--- src/rtl/mem_access_unit.sv ---
// rtl/mem_access_unit.sv - data-memory access stage: req/gnt/rvalid port, big-endian lanes, load extension
// Holds the pipeline while an access is outstanding; rejects misaligned accesses and aborts on timeout.
module mem_access_unit #(
   parameter int unsigned TIMEOUT_CYCLES = 255
) (
   input  logic        clk,
   input  logic        rst,
   input  logic        req_valid,
   input  logic [2:0]  ld_st_ctrl,
   input  logic        mem_write,
   input  logic        mem_to_reg,
   input  logic [31:0] addr,
   input  logic [31:0] store_data,
   output logic        dmem_req,
   output logic [3:0]  dmem_we,
   output logic [31:0] dmem_addr,
   output logic [31:0] dmem_wdata,
   input  logic        dmem_gnt,
   input  logic        dmem_rvalid,
   input  logic [31:0] dmem_rdata,
   output logic        stall,
   output logic [31:0] load_data,
   output logic        load_valid,
   output logic        misalign_err,
   output logic        bus_err
);
   typedef enum logic [1:0] {S_IDLE, S_REQ, S_WAIT} state_t;

   state_t      state_q, state_d;
   logic [2:0]  ctrl_q;
   logic [1:0]  off_q;
   logic [15:0] cnt_q, cnt_d;
   logic [31:0] addr_q, wdata_q, load_data_q, load_data_d;
   logic [3:0]  we_q;
   logic        load_valid_q, load_valid_d, misalign_q, bus_err_q, bus_err_d;

   logic        aligned, mem_op, accept, timed_out;
   logic [3:0]  we_nxt;
   logic [31:0] wdata_nxt, ext_data;
   logic [7:0]  rbyte;
   logic [15:0] rhalf;
   logic [16:0] cnt_inc;

   always_comb begin
      aligned   = 1'b1;
      we_nxt    = 4'b0000;
      wdata_nxt = store_data;
      case (ld_st_ctrl)
         3'b101: begin
            we_nxt    = 4'b1000 >> addr[1:0];
            wdata_nxt = {4{store_data[7:0]}};
         end
         3'b001, 3'b100: aligned = ~addr[0];
         3'b110: begin
            aligned   = ~addr[0];
            we_nxt    = addr[1] ? 4'b0011 : 4'b1100;
            wdata_nxt = {2{store_data[15:0]}};
         end
         3'b010: aligned = (addr[1:0] == 2'b00);
         3'b111: begin
            aligned = (addr[1:0] == 2'b00);
            we_nxt  = 4'b1111;
         end
         default: aligned = 1'b1;
      endcase
   end

   assign mem_op    = req_valid & (mem_write | mem_to_reg);
   assign accept    = ~rst & (state_q == S_IDLE) & mem_op & aligned;
   assign cnt_inc   = {1'b0, cnt_q} + 17'd1;
   assign timed_out = (cnt_inc >= 17'(TIMEOUT_CYCLES));

   // Lane 0 is the most significant byte (big-endian).
   always_comb begin
      case (off_q)
         2'd0:    rbyte = dmem_rdata[31:24];
         2'd1:    rbyte = dmem_rdata[23:16];
         2'd2:    rbyte = dmem_rdata[15:8];
         default: rbyte = dmem_rdata[7:0];
      endcase
      rhalf = off_q[1] ? dmem_rdata[15:0] : dmem_rdata[31:16];
      case (ctrl_q)
         3'b000:  ext_data = {{24{rbyte[7]}}, rbyte};
         3'b001:  ext_data = {{16{rhalf[15]}}, rhalf};
         3'b011:  ext_data = {24'd0, rbyte};
         3'b100:  ext_data = {16'd0, rhalf};
         default: ext_data = dmem_rdata;
      endcase
   end

   always_comb begin
      state_d      = state_q;
      cnt_d        = cnt_q;
      load_data_d  = load_data_q;
      load_valid_d = 1'b0;
      bus_err_d    = 1'b0;
      case (state_q)
         S_IDLE: begin
            if (accept) begin
               state_d = S_REQ;
               cnt_d   = 16'd0;
            end
         end
         S_REQ: begin
            cnt_d = cnt_inc[15:0];
            if (dmem_gnt) begin
               state_d = (ctrl_q >= 3'b101) ? S_IDLE : S_WAIT;
            end else if (timed_out) begin
               state_d   = S_IDLE;
               bus_err_d = 1'b1;
            end
         end
         S_WAIT: begin
            cnt_d = cnt_inc[15:0];
            if (dmem_rvalid) begin
               state_d      = S_IDLE;
               load_data_d  = ext_data;
               load_valid_d = 1'b1;
            end else if (timed_out) begin
               state_d   = S_IDLE;
               bus_err_d = 1'b1;
            end
         end
         default: state_d = S_IDLE;
      endcase
   end

   always_ff @(posedge clk or posedge rst) begin
      if (rst) begin
         state_q      <= S_IDLE;
         ctrl_q       <= 3'd0;
         off_q        <= 2'd0;
         cnt_q        <= 16'd0;
         addr_q       <= 32'd0;
         we_q         <= 4'd0;
         wdata_q      <= 32'd0;
         load_data_q  <= 32'd0;
         load_valid_q <= 1'b0;
         misalign_q   <= 1'b0;
         bus_err_q    <= 1'b0;
      end else begin
         state_q      <= state_d;
         cnt_q        <= cnt_d;
         load_data_q  <= load_data_d;
         load_valid_q <= load_valid_d;
         bus_err_q    <= bus_err_d;
         misalign_q   <= (state_q == S_IDLE) & mem_op & ~aligned;
         if (accept) begin
            ctrl_q  <= ld_st_ctrl;
            off_q   <= addr[1:0];
            addr_q  <= {addr[31:2], 2'b00};
            we_q    <= we_nxt;
            wdata_q <= wdata_nxt;
         end
      end
   end

   assign dmem_req     = (state_q == S_REQ);
   assign dmem_we      = we_q;
   assign dmem_addr    = addr_q;
   assign dmem_wdata   = wdata_q;
   assign stall        = (state_q != S_IDLE) | accept;
   assign load_data    = load_data_q;
   assign load_valid   = load_valid_q;
   assign misalign_err = misalign_q;
   assign bus_err      = bus_err_q;
endmodule

--- config.mk ---
export PLATFORM = sky130hd
export DESIGN_NAME = mem_access_unit
export DESIGN_NICKNAME = d
export VERILOG_FILES = /design/src/rtl/mem_access_unit.sv
export SDC_FILE = /design/constraint.sdc
export NUM_CORES = 1
export LEC_CHECK = 0
export ABC_AREA = 1
export ABC_CLOCK_PERIOD_IN_PS = 5200
export CORE_UTILIZATION = 44
export DETAILED_ROUTE_END_ITERATION = 10
export GPL_TIMING_DRIVEN = 0
export PLACE_DENSITY = 0.78
export SYNTH_ARGS = -nofsm -noshare
export SYNTH_HDL_FRONTEND = slang
export SYNTH_SLANG_ARGS = --single-unit
export TNS_END_PERCENT = 20
--- constraint.sdc ---
create_clock -name clk -period 5.2 [get_ports clk]
set_input_delay 1.3 -clock clk [delete_from_list [all_inputs] [get_ports clk]]
set_output_delay 1.3 -clock clk [all_outputs]
set_load 0.01 [all_outputs]
# Word level (Yosys, flattened, before mapping)
# Cells that the tools add are included.
dict set report classes {
  magnitude_cmp 2
  reduce_logical 11
  mux 21
  addsub 1
  multipliers 0
  n_eq_ne 14
  div 0
  shifts 1
  bitwise_logic 11
}
# op count
set op_table {}
lappend op_table {{$pmux W32 S4} 1}
lappend op_table {{$pmux W32 S2} 1}
lappend op_table {{$mux W16} 2}
lappend op_table {{$pmux W16 S2} 1}
lappend op_table {{$pmux W8 S3} 1}
lappend op_table {{$add A16 B1 Y17 const B} 1}
lappend op_table {{$ge A17 B8 Y1 const B} 1}
lappend op_table {{$eq A3 B3 Y1 const B} 5}
lappend op_table {{$pmux W4 S3} 1}
lappend op_table {{$mux W2} 5}
lappend op_table {{$and A1 B1 Y1} 6}
lappend op_table {{$eq A3 B1 Y1 const B} 2}
lappend op_table {{$eq A3 B2 Y1 const B} 2}
lappend op_table {{$logic_not A2 Y1} 3}
lappend op_table {{$pmux W2 S3} 1}
lappend op_table {{$mux W1} 5}
lappend op_table {{$eq A2 B1 Y1 const B} 2}
lappend op_table {{$eq A2 B2 Y1 const B} 2}
lappend op_table {{$mux W4} 1}
lappend op_table {{$pmux W1 S2} 2}
lappend op_table {{$reduce_and A2 Y1} 2}
lappend op_table {{$reduce_bool A2 Y1} 2}
lappend op_table {{$reduce_or A2 Y1} 2}
lappend op_table {{$shr A4 B2 Y4 const A} 1}
lappend op_table {{other kinds (6)} 9}
dict set report totals {
  ram_bits 0
  rom_bits 0
  output_inout_bits 105
  memories 0
  latch_bits 0
  regBits 124
  input_bits 106
}

# Logic depth before layout (Yosys ltp)
# Gate-level depths: netlist (run 1).
dict set report depth {
  depth_word 6
  ltp_mapped 14
}

# Least setup slack after synthesis (run 1)
# No wires, ideal clock.
dict set report synth_timing {
  path_kind {input port to output port}
  start {input port ld_st_ctrl[1]}
  end {output port stall}
  arrival_ps 1852
  setup_slack_ps 2048
  required_ps 3900
  stages 6
  path_cell_list {inv_1 -> o21ai_1 -> nand3_1 -> nand3_1 -> nand2_1 -> nand2_1}
}
dict set report synth_via {
  elab_chain_len 5
}
# element line
set synth_lines {}
lappend synth_lines {{start: declaration} 9} ;# input logic [2:0] ld_st_ctrl,
lappend synth_lines {{$eq A3 B3 Y1, or another cell as far along} 48} ;# case (ld_st_ctrl)
lappend synth_lines {{$reduce_or A3 Y1 (no line) / $reduce_or A2 Y1 (equally long branches)} --}
lappend synth_lines {{$pmux W1 S2 (*)} 48}
lappend synth_lines {{$and A1 B1 Y1 (*)} 69} ;# assign accept = ~rst & (state_q == S_IDLE) & mem_op & aligned;
lappend synth_lines {{$or A1 B1 Y1 (*)} 162} ;# assign stall = (state_q != S_IDLE) | accept;
lappend synth_lines {{end: declaration} 21} ;# output logic stall,
# Mark *: on every way between the ends. The rest lies on a longest branch, timed or not.

# Worst setup path in the final report (run 1)
# Same ends and word-level chain as after synthesis.

==> impl_summary.md, run 1 <==
Logic synthesis
Of all cell types, the one taking the most synthesized area is dfrtp_1. For this run, the register share of the synthesized area comes to 50.2%. In this run the biggest area consumer among cell types represents 50.2% of the synthesized area. The synthesized design contains 0 enable-type register cells. Counting distinct cell types in the post-synthesis netlist gives 33. The most used flip-flop cell after synthesis is dfrtp_1. Yosys printed 0 warnings.

Summing every instance area after synthesis gives 6180 um2. In the post-synthesis netlist, the biggest area contributors are dfrtp_1, nand2_1, o21ai_0, inv_1, a21oi_1. The async set-or-reset flop fraction in the synthesized netlist is 100%. The mean cell area of the mapped netlist is 7.82 um2. The register bit count reported by yosys is 124.

After technology mapping, the gate count stands at 791.

Layout
Cells with a size suffix above 1 make up 7.47% of the layout. The area growth from synthesis to layout is 47.5%. The utilization after layout is 67.8%.

The number of antenna cells inserted is 0. After the last flow step, the layout net total stands at 1132.

CTS
The clock-pin transition on the worst setup and hold timing paths is 0.06 ns. The root buffer selected by CTS is clkbuf_16. After clock tree synthesis, the repair step resized 0 gates.

Buffers added to address setup during post-CTS repair amount to 0. The latest clock arrival within the worst-skew pair is 0.42 ns. CTS saw 124 sinks.

No sink is reached through more buffers than the 2 on the longest clock path. The clock tree synthesis step divided the H-tree into 4 levels. TritonCTS built the clock tree. The cts-stage hold buffer count is 0. The CTS buffer count is 17.

Timing
On the final layout, the worst clock skew is 0.00579 ns. Setup repair after global routing left no endpoint under its margin. The total count of max-transition violations in the final report was 0. The maximum clock rate is 226 MHz.

Setup violations remaining at the end of the flow were counted as 0. The number of hold violations in the final report is 0. For the pin with the worst max-slew slack, the measured transition is 0.513 ns.

The headroom to the max-slew limit is 65.8%. In the finished design, the share of the clock period the worst path needs comes to 85.0%. The time the final worst path needs with I/O delays and setup is 4.42 ns.

Route
The average routed wire per standard cell is 15.5 um. The first detailed-routing pass took 6 iterations. For this block, the routed nets add up to 18700 um of wire. The number of remaining DRC errors is 0. The routed layout has 6171 vias. For this block, the initial DRC count from the detailed router was 449. After detailed routing, the number of vias per cell comes to 5.11. The number of antenna-violating nets in the routed design is 0.

Critical path
The endpoint required time on the critical path is 3.90 ns. Along the worst path, the maximum fanout reaches 7. The kind of start point of the critical path is an input pin. The signal arrival time at the worst endpoint is 3.12 ns. The worst setup path is captured at an output pin.

The start-to-end type of the worst setup path is in -> out.

Place
The placed wire-length estimate after detailed placement is 14000 um. Port buffering added 208 buffers. The final weighted congestion in routability-driven placement is 0.886.

Global routing
The first global-routing pass estimated 29800 um of wire. Entering global routing, the biggest net connects 92 pins. The number of antenna violations at the first check in global routing is 0. After global routing, the most crowded layer is met2. The met2 global-route usage is 41.9%.

The overall fraction of global-route tracks in use is 26.8%. The met3 routing resource usage after global routing is 8.73%. The number of global-route vias before repair was 6103.

Global routing used 33.2% of the available met1 tracks. The final global-route overflow total is 0.

Hold path
In this run the worst hold path is classified as reg -> reg.

Pwr
For this design the static power due to leakage is 0.00427 uW. Dividing total power by cell area gives a power density of 560 nW/um2. The post-layout total power is 5110 uW. The peak ir drop on the vdd network is 347 uV.

Flow run
The max capacitance violation total is 0.

Floorplanning
The overall die area is 14500 um2. The number of top-level pins is 211. The core region area is 13500 um2.

The floorplan step set the die height to 121 um. The initial utilization of the core area, before any placement, comes to 46.0%. The width of the die is 121 um. The standard-cell row count is 42.

Status
The run finished with clean final reports.
[critical path, cell delays in order]
cell and delay (ns):
clkdlybuf4s50_1 0.51, inv_1 0.08, o21ai_1 0.11, nand3_1 0.07, nand3_1 0.11, nand2_1 0.18, nand2_1 0.19, clkdlybuf4s50_1 0.56
[power breakdown]
group	internal [uW]	switching [uW]	total, uW
clock	772	429	1200
combinational	1100	1170	2270
sequential	1380	255	1630
[synth_stat cells (all sizes together), types with 6 or more instances]
master,number
inv,73
clkbuf,17
a21oi,42
ha,6
nand3,35
dfrtp,124
nor2,54
a31oi,9
o211ai,8
mux2i,7
o21ai,100
nand2,267
o22ai,16
buf,20
[flip-flops by register name (all words and copies together), names as in the netlist]
name / cells
bus_err: 1
dmem_addr: 30
ctrl_q: 3
load_data: 32
dmem_wdata: 32
dmem_we: 4
off_q: 2
cnt_q: 16
load_valid: 1
state_q: 2
misalign_err: 1
[layer usage]
| layer | wire length [um] | share of wire, % |
|---|---|---|
| met2 | 8770 | 47 |
| met1 | 7750 | 42 |
| met5 | 0 | 0 |
| met3 | 1500 | 8.0 |
| met4 | 644 | 3.4 |
[metrics by stage]
stage / area [um2] / hold slack (ns) / setup WS (ns) / setup TNS (ns) / instances
after floorplan: 6190 / 0.453 / 0.601 / 0 / 792
after global placement: 8490 / 0.462 / -1.32 / -163.33 / 1176
after detailed placement: 8520 / 0.465 / 0.793 / 0 / 1177
after CTS: 9120 / 0.483 / 0.789 / 0 / 1207
after global routing: 9120 / 0.509 / 0.660 / 0 / 1207
final: 9120 / 0.483 / 0.779 / 0 / 1207
[placed cells by master, fill, tap and decap left out, types with 5 or more instances in the layout]
| cell | n |
|---|---|
| nand2_1 | 262 |
| clkdlybuf4s50_1 | 208 |
| dfrtp_1 | 124 |
| o21ai_0 | 91 |
| inv_1 | 65 |
| nor2_1 | 47 |
| a21oi_1 | 41 |
| nand3_1 | 34 |
| clkbuf_1 | 17 |
| clkbuf_16 | 17 |
| buf_2 | 16 |
| o22ai_1 | 16 |
| a31oi_1 | 9 |
| o211ai_1 | 8 |
| o21ai_1 | 7 |
| mux2i_1 | 7 |
| inv_2 | 6 |
| ha_1 | 6 |
| nand4_1 | 5 |
[final cells by class]
class | count | area [um2]
Fill cell | 1151 | 4330
Sequential cell | 124 | 3100
Inverter | 73 | 282
Timing Repair Buffer | 209 | 2110
Multi-Input combinational cell | 558 | 2630
Clock inverter | 11 | 145
Clock buffer | 19 | 453
Buffer | 37 | 181
Tap cell | 176 | 220
[logic make-up (layout without fill, tap and decap cells)]
family | after synthesis | in the layout | synth area share, %
xor+xnor | 4 | 4 | 0.688
fa+ha+maj | 6 | 6 | 1.21
compound gates | 177 | 177 | 15.4
flops | 124 | 124 | 50.2
mux | 7 | 7 | 1.13
buf+inv | 110 | 349 | 7.40
simple gates | 362 | 362 | 23.9
other cells | 1 | 2 | 0.0606
[worst paths after layout]
check	to	depth (start not counted)	from	slack (ns)
worst max-delay path	stall	8	ld_st_ctrl[1]	0.78
worst min-delay path	dmem_addr[27]	2	dmem_addr[27]	0.48
worst max register to register	cnt_q[0]	8	state_q[0]	3.17
worst min register to register	dmem_addr[27]	2	dmem_addr[27]	0.48
max in group asynchronous	dmem_addr[22]	3	rst	3.14
min in group asynchronous	cnt_q[1]	2	rst	1.32
No activity file was read; power rests on OpenSTA's default activity.
==> run 2: changes to the inputs <==
SETUP_SLACK_MARGIN = 0.3   (was unset)
==> results of run 2 <==
No change in the layout: final DEF, timing and power equal those of run 1.
==> RTL change 1 (flow settings as in run 1) <==
Re-encode `state_t` (3 states) as one-hot, 3 bits wide.
--- a/src/rtl/mem_access_unit.sv
+++ b/src/rtl/mem_access_unit.sv
@@ -26,3 +26,3 @@
 );
-   typedef enum logic [1:0] {S_IDLE, S_REQ, S_WAIT} state_t;
+   typedef enum logic [2:0] {S_IDLE = 3'b001, S_REQ = 3'b010, S_WAIT = 3'b100} state_t;
 
Check against the original RTL: no difference found for any inputs over 10 cycles, from zero or initial values and one cycle with rst high; not proved beyond that.
==> RTL change 1 against run 1 <==
Sequential cell count grew 1; critical path depth grew 2; synthesized area grew 3.2%; critical path type unchanged; maximum frequency shrank 6.4%; first-iteration DRC count grew 9.1%; highest routed layer unchanged; worst setup slack lost 0.30 ns; hold slack lost 0.0056 ns; wire length shrank 1.3%; cell area grew 2.3%.
Power is not compared: it rests on default switching activity, and its combinational part moved more than twofold at a synthesized area within 25%.
==> RTL change 1: results (changes against run 1) <==
- Area contributors post-synth: dfrtp_1, nand2_1, o21ai_0, inv_1, o21ai_2
- Critical path startpoint: ld_st_ctrl[0]
- 1st-pass router iterations: 5 (-1)
- Placed Area: 8720 µm² (+2.3%)
- R2r setup slk: 3.01 ns (-0.16 ns)
- Outcome: finished, final reports clean
- M3 GR Usage: 6.83% (-1.9 points)
- Setup Skew: 0.00611 ns (+0.000324 ns)
- Commonest cells in the netlist: nand2_1, dfrtp_1, inv_1
- Gpl congestion: 0.873 (-1.5%)
- Vias in the first global route: 5877 (-3.7%)
- All-Layer GR Usage: 25.7% (-1.1 points)
- Fraction of layout cells with a size suffix above 1: 12.1% (+4.7 points)
- Largest net degree at the start of global routing: 64 (-30%)
- DP HPWL: 13.6 mm (-2.7%)
- Post-synthesis sequential area ratio: 49.0% (-1.1 points)
- Met1 Routed Length: 8.01 mm (+3.3%)
- Routing usage on met1: 33.9% (+0.72 points)
- Vias/cell: 5.07 (-0.75%)
- Routed len/inst: 15.2 µm (-1.6%)
- End of the worst register-to-register path: cnt_q[9]
- Met2 WL: 8.76 mm (-0.15%)
- Worst path arrival time: 3.42 ns (+0.30 ns)
- Global-route wire length before repair: 29.7 mm (-0.49%)
- CP Max Fanout: 10 (+3)
- Wire length on met3: 1.33 mm (-11%)
- Total Power: between 3 and 4 mW
- Final-stage net count: 1126 (-0.53%)
- Synth cell types: 37 (+12%)
[RTL change 1: changes by cell type after synthesis, sizes merged, moves of 4 or more]
cell and change:
clkbuf -4, nand3 -10, ha -4, inv +6, o221ai +7, buf +5
o22ai -7, mux2i -7, o21ai +6, o31ai +7, nor2 -4, o211ai -6
[RTL change 1: layout make-up]
type	count	area [µm²]	share of cell area, %
plain buffers	38	259	2.78
clock buffers	18	439	4.71
clock inverters	14	170	1.82
inverters	79	302	3.23
multi-input cells	548	2700	28.9
flip-flops and latches	125	3130	33.5
well taps	180	225	2.41
repair buffers	209	2110	22.6
[RTL change 1: worst min path at each step]
| stage | endpoint | slack (ns) | depth (start not counted) |
|---|---|---|---|
| 6_report | dmem_addr[16] | 0.48 | 2 |
| 5_1_grt | load_data[0] | 0.50 | 2 |
| 4_1_cts | dmem_addr[17] | 0.48 | 2 |
| 3_5_place_dp | dmem_addr[17] | 0.46 | 2 |
| 3_3_place_gp | dmem_addr[10] | 0.46 | 2 |
| 2_1_floorplan | off_q[0] | 0.45 | 2 |
[RTL change 1: per-stage QoR]
stage | std cells | setup slack, ns | TNS, ns
after detailed placement | 1179 | 0.485 | 0
after global placement | 1178 | -1.31 | -161.95
after CTS | 1211 | 0.477 | 0
after floorplan | 790 | 0.574 | 0
final | 1211 | 0.478 | 0
after global routing | 1211 | 0.331 | 0
[RTL change 1: cell families (layout without fill, tap and decap cells)]
family,count (synthesis),count (layout),synth area share [%]
AO/OA/AOI/OAI,188,188,18.0
adder cells (fa/ha/maj),2,2,0.392
XOR/XNOR,3,3,0.412
flip-flops,125,125,49.0
other,1,2,0.0588
AND/OR/NAND/NOR,353,353,23.4
buffers and inverters,117,358,8.71
==> RTL change 2 (settings of run 1) <==
Made on the original files. Set the parameter `TIMEOUT_CYCLES` to 128 (it was 255).
--- a/src/rtl/mem_access_unit.sv
+++ b/src/rtl/mem_access_unit.sv
@@ -3,3 +3,3 @@
 module mem_access_unit #(
-   parameter int unsigned TIMEOUT_CYCLES = 255
+   parameter int unsigned TIMEOUT_CYCLES = 128
 ) (
Formal check against the unedited RTL: no difference found for any inputs over 10 cycles, from zero or initial values and one cycle with rst high; that may be too few to reach the edited logic, so the function may still have changed.
==> RTL change 2 against run 1 <==
Synthesized area is essentially flat; register-to-register slack got worse by 0.02 ns; highest routed layer unchanged; via count is 0.23% higher; combinational power up 8%; die area about the same; total power is 2.0% higher; wire length increased by 0.11%; cell area down 0.67%; synthesized cell count is 1.0% lower; sequential cell count stayed put; largest power group unchanged; cell count is 0.58% lower; count of clock-buffer cells in the layout up 1; largest cell class unchanged; utilization is 0.46 points lower; worst setup slack lost 0.081 ns.
==> RTL change 2: results (changes against run 1) <==
- Clock power frac: 20.9% (-2.6 points)
- Fin Hold WS: 0.478 ns (-0.00510 ns)
- Vias: 6185 (+0.23%)
- Leakage power: 4.25 nW (-0.46%)
- Hold path start: load_data[11]
- DP HPWL: 13.8 mm (-1.7%)
- Synth Instances: 783 (-1.0%)
- Hold Path End: load_data[11]
- Commonest cells in the netlist: nand2_1, dfrtp_1, inv_1
- Vias in the first global route: 6025 (-1.3%)
- Setup Skew: 0.00771 ns (+0.00192 ns)
- Mux cell area share after synthesis: 1.13% (about the same)
- PortBufs: 208 (unchanged)
- Dpl cells: 1169 (-0.68%)
- Post-synth top flop: dfrtp_1
- WL final: 18.7 mm (+0.11%)
- Total Power: 5.21 mW (+2.0%)
- Post-synthesis xor/xnor area fraction: 0.566% (-0.12 points)
- CP Max Fanout: 10 (+3)
- Area contributors post-synth: dfrtp_1, nand2_1, o21ai_0, inv_1, a21oi_1
- Worst-Margin Slew: 0.676 ns (+0.163 ns)
- Adder-cell share of the synthesized area: 1.01% (-0.20 points)
- Fmax: 0.222 GHz (-1.8%)
- CP top delay family: buffers and inverters
- Largest net degree at the start of global routing: 95 (+3.3%)
- N_diodes: 0 (unchanged)
- Critical path startpoint: ld_st_ctrl[2]
- Max VDD drop: 0.320 mV (-7.8%)
- Vias/cell: 5.15 (+0.81%)
- Fraction of layout cells with a size suffix above 1: 8.11% (+0.64 points)
- Outcome: finished, final reports clean
- Final-stage net count: 1123 (-0.80%)
- Mapped Area: 6190 µm² (about the same)
- Gpl congestion: 0.957 (+8.0%)
- All-Layer GR Usage: 26.8% (+0.078 points)
- 1st-pass router iterations: 5 (-1)
- R2R cell count: 7 (-1)
- Post-synthesis sequential area ratio: 50.2% (about the same)
- Placed Area: 8530 µm² (about the same)
- End of the worst register-to-register path: cnt_q[3]
- Compound-Gate Fraction of Synth Area: 15.6% (+0.18 points)
- Initial DRC Count: 581 (+29%)
- R2r setup slk: 3.15 ns (-0.02 ns)
- Root buffer cell: clkbuf_16
- Sw frac: 38.1% (+1.8 points)
- Pre-CTS WS: 0.663 ns (-0.129 ns)
- Htree depth: 4 (unchanged)
- Synth cell types: 36 (+9.1%)
- Min-delay worst type: flip-flop to flip-flop
- Worst flop-to-flop path startpoint: state_q[1]
- Global-route wire length before repair: 30.0 mm (+0.60%)
-- RTL change 2: cell count changes in the layout (fill, tap and decap cells not counted), moves of 3 or more --
cell and change:
nand2_1 -17, buf_4 +3, clkinvlp_4 +4, nor2_1 -6, clkinv_4 -3, o21ai_0 -39
o21ai_1 +33, nand3_1 +6
-- RTL change 2: routing by layer --
| layer | share of wire (%) | global-route usage, % | vias up |
|---|---|---|---|
| met4 | 2.5 | 11.4 | 0 |
| met2 | 46 | 42.9 | 264 |
| met5 | 0 | 0 | - |
| met1 | 42 | 33.1 | 2871 |
| met3 | 9.4 | 8.96 | 36 |
| li1 | - | - | 3014 |
-- RTL change 2: cell type report --
class                           count  area, µm²
Fill cell                        1123       4390
Sequential cell                   124       3100
Multi-Input combinational cell    546       2610
Timing Repair Buffer              209       2110
Clock buffer                       20        437
Inverter                           77        298
Tap cell                          176        220
Buffer                             37        184
Clock inverter                     11       97.6
